## src/rtl/uart_rx_deserializer.sv

```systemverilog
// UART receive deserializer: recovers start/data/stop frames from an
// asynchronous RXD line and hands each byte over on a valid/ready port,
// with sticky framing-error and overrun flags.
module uart_rx_deserializer #(
   parameter int unsigned CLKS_PER_BIT = 64,
   parameter int unsigned DATA_BITS    = 8
) (
   input  logic                 HCLK,
   input  logic                 HRESETn,
   input  logic                 RXD,
   output logic [DATA_BITS-1:0] rx_data,
   output logic                 rx_valid,
   input  logic                 rx_ready,
   output logic                 frame_err,
   output logic                 overrun,
   input  logic                 err_clr,
   output logic                 busy
);

   localparam int unsigned CNT_W = $clog2(CLKS_PER_BIT);
   localparam int unsigned IDX_W = $clog2(DATA_BITS);
   localparam logic [CNT_W-1:0] MID      = CNT_W'(CLKS_PER_BIT / 2 - 1);
   localparam logic [CNT_W-1:0] LAST     = CNT_W'(CLKS_PER_BIT - 1);
   localparam logic [IDX_W-1:0] LAST_IDX = IDX_W'(DATA_BITS - 1);

   typedef enum logic [1:0] {
      S_IDLE,
      S_START,
      S_DATA,
      S_STOP
   } state_t;

   state_t               state_q, state_d;
   logic                 rxd_meta_q, rxd_meta_d;
   logic                 rxd_s_q, rxd_s_d;
   logic                 rxd_prev_q, rxd_prev_d;
   logic [1:0]           flush_q, flush_d;
   logic [CNT_W-1:0]     cnt_q, cnt_d;
   logic [IDX_W-1:0]     idx_q, idx_d;
   logic [DATA_BITS-1:0] shreg_q, shreg_d;
   logic [DATA_BITS-1:0] data_q, data_d;
   logic                 valid_q, valid_d;
   logic                 ferr_q, ferr_d;
   logic                 ovr_q, ovr_d;
   logic                 fall;
   logic                 wrap;
   logic                 deliver;
   logic                 stop_bad;

   // Two-flop synchroniser and falling-edge detect. The edge history only
   // arms once the reset-loaded ones have been flushed out of the
   // synchroniser, so a line that is already low at reset exit never
   // looks like a start bit.
   always_comb begin
      rxd_meta_d = RXD;
      rxd_s_d    = rxd_meta_q;
      flush_d    = {flush_q[0], 1'b1};
      rxd_prev_d = flush_q[1] & rxd_s_q;
      fall       = rxd_prev_q & ~rxd_s_q;
   end

   // Frame FSM next-state, bit timing and shift register.
   always_comb begin
      state_d  = state_q;
      wrap     = (cnt_q == LAST);
      cnt_d    = wrap ? '0 : cnt_q + 1'b1;
      idx_d    = idx_q;
      shreg_d  = shreg_q;
      deliver  = 1'b0;
      stop_bad = 1'b0;
      unique case (state_q)
         S_IDLE: begin
            cnt_d = '0;
            if (fall) begin
               state_d = S_START;
            end
         end
         S_START: begin
            if (cnt_q == MID) begin
               if (!rxd_s_q) begin
                  state_d = S_DATA;
                  cnt_d   = '0;
                  idx_d   = '0;
               end else begin
                  state_d = S_IDLE;
               end
            end
         end
         S_DATA: begin
            if (wrap) begin
               shreg_d = {rxd_s_q, shreg_q[DATA_BITS-1:1]};
               if (idx_q == LAST_IDX) begin
                  state_d = S_STOP;
               end else begin
                  idx_d = idx_q + 1'b1;
               end
            end
         end
         S_STOP: begin
            if (wrap) begin
               deliver  = 1'b1;
               stop_bad = ~rxd_s_q;
               state_d  = S_IDLE;
            end
         end
         default: state_d = S_IDLE;
      endcase
   end

   // Output holding register, handshake and sticky error flags.
   always_comb begin
      data_d  = deliver ? shreg_q : data_q;
      valid_d = deliver | (valid_q & ~rx_ready);
      ovr_d   = (err_clr ? 1'b0 : ovr_q) | (deliver & valid_q & ~rx_ready);
      ferr_d  = (err_clr ? 1'b0 : ferr_q) | stop_bad;
   end

   // State registers with synchronous active-low reset.
   always_ff @(posedge HCLK) begin
      if (!HRESETn) begin
         state_q    <= S_IDLE;
         rxd_meta_q <= 1'b1;
         rxd_s_q    <= 1'b1;
         rxd_prev_q <= 1'b0;
         flush_q    <= '0;
         cnt_q      <= '0;
         idx_q      <= '0;
         shreg_q    <= '0;
         data_q     <= '0;
         valid_q    <= 1'b0;
         ferr_q     <= 1'b0;
         ovr_q      <= 1'b0;
      end else begin
         state_q    <= state_d;
         rxd_meta_q <= rxd_meta_d;
         rxd_s_q    <= rxd_s_d;
         rxd_prev_q <= rxd_prev_d;
         flush_q    <= flush_d;
         cnt_q      <= cnt_d;
         idx_q      <= idx_d;
         shreg_q    <= shreg_d;
         data_q     <= data_d;
         valid_q    <= valid_d;
         ferr_q     <= ferr_d;
         ovr_q      <= ovr_d;
      end
   end

   assign rx_data   = data_q;
   assign rx_valid  = valid_q;
   assign frame_err = ferr_q;
   assign overrun   = ovr_q;
   assign busy      = (state_q != S_IDLE);

endmodule

```

## config.mk

```make
export PLATFORM = sky130hd
export DESIGN_NAME = uart_rx_deserializer
export DESIGN_NICKNAME = d
export VERILOG_FILES = /design/src/rtl/uart_rx_deserializer.sv
export SDC_FILE = /design/constraint.sdc
export NUM_CORES = 1
export LEC_CHECK = 0
export ABC_CLOCK_PERIOD_IN_PS = 2610
export BUFFER_PORTS_ARGS = -buffer_cell sky130_fd_sc_hd__buf_4
export CORE_MARGIN = 2
export CORE_UTILIZATION = 60
export CTS_CLUSTER_DIAMETER = 150
export DETAILED_ROUTE_END_ITERATION = 10
export PLACE_DENSITY_LB_ADDON = 0.3
export SYNTH_ARGS = -nofsm -noshare
export SYNTH_HDL_FRONTEND = slang
export SYNTH_SLANG_ARGS = --single-unit
```

## constraint.sdc

```tcl
create_clock -name HCLK -period 2.61 [get_ports HCLK]
set_input_delay 0.3915 -clock HCLK [delete_from_list [all_inputs] [get_ports HCLK]]
set_output_delay 0.3915 -clock HCLK [all_outputs]
set_load 0.02 [all_outputs]
```

==> run summary <==
The run finished with clean final reports. The initial antenna violation count was 0. The count of inserted antenna diode cells is 0. After the last flow step, the layout net total stands at 162.

Prior to clock tree synthesis, the placed netlist has a worst setup slack of 0.928 ns. The die is 52.6 um wide. The combinational share of power came out at 2.1%. The setup TNS came out at 0 ns. The first-pass iteration count of the detailed router is 4. The DRC violation total after the first TritonRoute iteration is 8. The port buffer count is 16. The total number of placement rows came out at 17.

The layout has 171 filler cells. The number of top-level design ports is 17. Dividing the synthesized area by the synthesized cell count gives 10.2 um^2. The maximum count of clock buffers along a single path came out at 2.

Data arrives at the worst endpoint at 1.96 ns. The worst slack on hold paths is 0.239 ns. The maximum number of pins on one net before global-route repair came out at 38. The via-per-instance ratio is 5.50. The power share of the sequential group came out at 60.4%. The routed length per instance is 13.1 um. The post-synthesis net count is 147. Across all setup checks in the final design, the least slack found is 0.916 ns. The instance count after placement with tap cells included came out at 175.

In this run switching power makes up 21.2% of total power. The placeable core region came out at 2210 um^2. The synthesized design spends more area on one cell type than any other, namely sky130_fd_sc_hd__dfxtp_1. The required time of the critical path is 2.88 ns. The cell area after synthesis is 1420 um^2. For this block, the routed nets add up to 2400 um of wire. Ranked by total cell area, the synthesized netlist is headed by sky130_fd_sc_hd__dfxtp_1 49%, sky130_fd_sc_hd__mux2i_1 13%, sky130_fd_sc_hd__nand2_1 6.1%. The sequential element share of the synthesized area came out at 49.5%. The yosys synthesis warning count is 0. The clock network fraction of design power is 37.4%. The number of pins exceeding their max-slew limit in the final report came out at 0. Of the available clock period, the critical path in the final layout requires 64.9%.

The transition at the pin with the smallest max-transition slack came out at 0.475 ns. The total setup violations reported at the end of the flow came out at 0. The worst hold path belongs to the class input pin to flip-flop. The via count of the first global-routing pass came out at 929.

The type of the worst setup path is flip-flop to flip-flop. The filler-free cell count of the finished design is 183. The area growth from synthesis to layout is 12.7%. Post-CTS timing repair inserted 0 buffers for setup.

The total power per unit cell area is 560 nW/um^2. The clock-pin slew reported for the worst setup and hold paths after clock tree synthesis came out at 0.10 ns. The weighted congestion at the end of routability-driven global placement is 0.810. The CTS root buffer is sky130_fd_sc_hd__clkbuf_4. The final clock skew came out at 0.0171 ns. The number of endpoints with negative hold slack in the final report is 0. The maximum ir drop on the vdd rail is 0.470 mV. Once the floorplan was initialized, standard cells occupied 64.0% of the core.

The highest achievable clock rate came out at 590 MHz. The total leakage power is 0.631 nW. The internal power of the cells totals 0.000704 W.

TritonCTS built the clock tree. The reported max-cap violation count is 0. The worst relative slew slack is 68.3%. The worst setup path is captured at a flip-flop. The total die area came out at 2770 um^2.

The most used flip-flop cell after synthesis is sky130_fd_sc_hd__dfxtp_1. Counting the buffers created by CTS gives 5. In this run, distinct cell masters in the synthesized netlist total 37.

Gates resized during post-CTS repair numbered 0. The number of flops mapped to enable cells by yosys came out at 0. In this run, synthesis produced a sequential element count of 35. The cell count after synthesis is 139.

The area share of the largest cell type after synthesis came out at 49.5%. The total DRC errors in the routed layout is 0. Of all flip-flops after synthesis, the portion carrying an async set or reset was 0%. The later-pin clock latency in the skew report came out at 0.34 ns. The net switching power figure is 0.000190 W. The remaining number of nets flagged by the antenna check after routing is 0.

The die is 52.6 um tall. The maximum fanout count along the critical path is 8. The first global-routing pass estimated 4000 um of wire. The number of buffers inserted for hold repair after clock tree synthesis came out at 0. In this run the number of H-tree levels came out at 2. The combined global-route utilization of all metal layers is 20.7%. After layout, the minimum clock period comes to 1.69 ns. For this run the aggregate overflow at the end of global routing stands at 0. The clock net sink count is 35.

Setup repair after global routing left no endpoint under its margin. The startpoint class of the critical path is a flip-flop. The HPWL after detailed placement is 1650 um.

The post-route netlist has 19.4% of its cells at a drive strength greater than 1. The final route contains 1,006 vias.
## cell type report
| type | count | area [um^2] | area share (%) |
|---|---|---|---|
| clock buffers | 8 | 68.8 | 4.31 |
| inverters | 2 | 7.51 | 0.470 |
| multi-input cells | 93 | 657 | 41.1 |
| flip-flops and latches | 35 | 701 | 43.9 |
| well taps | 28 | 35.0 | 2.19 |
| repair buffers | 17 | 128 | 7.99 |
## cell families (layout without fill, tap and decap cells)
kind of cell,count (synthesis),after routing,synth area share [%]
AO/OA/AOI/OAI,15,15,9.01
adder cells (fa/ha/maj),3,3,2.65
buffers and inverters,11,27,4.15
XOR/XNOR,4,4,2.47
AND/OR/NAND/NOR,52,52,18.8
multiplexers,19,19,13.4
flip-flops,35,35,49.5
## power groups by stage
stage                     combinational (W)  clock (W)  sequential (W)
after global routing              0.0000211   0.000368        0.000541
after global placement            0.0000185          0        0.000552
after detailed placement          0.0000189          0        0.000552
after CTS                         0.0000190   0.000340        0.000540
final                             0.0000189   0.000335        0.000540
after floorplan                   0.0000131          0        0.000551
## cell usage after synthesis, drive strengths merged (2+ instances only)
cell	number
and3	3
ha	3
o31ai	2
nor2b	3
nor2	6
a21oi	3
mux2i	19
dfxtp	35
o21a	2
inv	2
buf	4
nand2b	2
o211a	2
nand3	6
nand4	2
clkbuf	5
xor2	3
nand2	23
## cells in the final DEF (no fill, tap or decap), drive strengths merged
cell type	count
o2111ai	1
and4	1
or4b	1
a21oi	3
o211a	2
nand4bb	1
nand3	6
o21a	2
xnor2	1
inv	2
a31o	1
and2	1
nand2b	2
or2	1
and3	3
xor2	3
a32o	1
nand4	2
clkbuf	8
buf	17
nor2b	3
nand3b	1
ha	3
nor3	1
o21ba	1
mux2i	19
a211o	1
dfxtp	35
nand2	23
nor2	6
o31ai	2
o21ai	1
## metrics by stage
step                power [W]  util [%]  area [um^2]
global placement     0.000571      69.1         1530
floorplan            0.000564         -         1420
finish               0.000893      72.2         1600
global route         0.000930      72.2         1600
CTS                  0.000899      72.2         1600
detailed placement   0.000571      69.1         1530
## worst max-delay path, cell delays in order (launching register included)
cell,delay [ns]
sky130_fd_sc_hd__dfxtp_1,0.36
sky130_fd_sc_hd__ha_1,0.24
sky130_fd_sc_hd__and4_1,0.30
sky130_fd_sc_hd__and3_1,0.49
sky130_fd_sc_hd__mux2i_1,0.24
## layer usage
| metal | vias up | track usage (%) | part of all wire, % |
|---|---|---|---|
| met5 | - | 0 | 0 |
| met4 | 0 | 11.5 | 2.1 |
| met3 | 6 | 9.71 | 5.5 |
| met2 | 21 | 30.6 | 46 |
| met1 | 469 | 24.6 | 46 |
| li1 | 510 | - | - |
## flip-flops by register name, indices dropped and copies added (netlist names), named ones only
name and count:
rx_data 8, rxd_prev_q 1, frame_err 1, rxd_s_q 1
rxd_meta_q 1, idx_q 3, flush_q 2, overrun 1
rx_valid 1, shreg_q 8, cnt_q 6, state_q 1
## worst paths after layout
path | cells past startpoint | endpoint | slack, ns | from
worst max-delay path | 4 | shreg_q[5]$_SDFFE_PN0P_ | 0.92 | cnt_q[0]$_SDFF_PN0_
worst min-delay path | 2 | rxd_meta_q$_SDFF_PN1_ | 0.24 | RXD
worst max register to register | 4 | shreg_q[5]$_SDFFE_PN0P_ | 0.92 | cnt_q[0]$_SDFF_PN0_
worst min register to register | 1 | rxd_s_q$_SDFF_PN1_ | 0.43 | rxd_meta_q$_SDFF_PN1_
No activity file was read; power rests on OpenSTA's default activity.
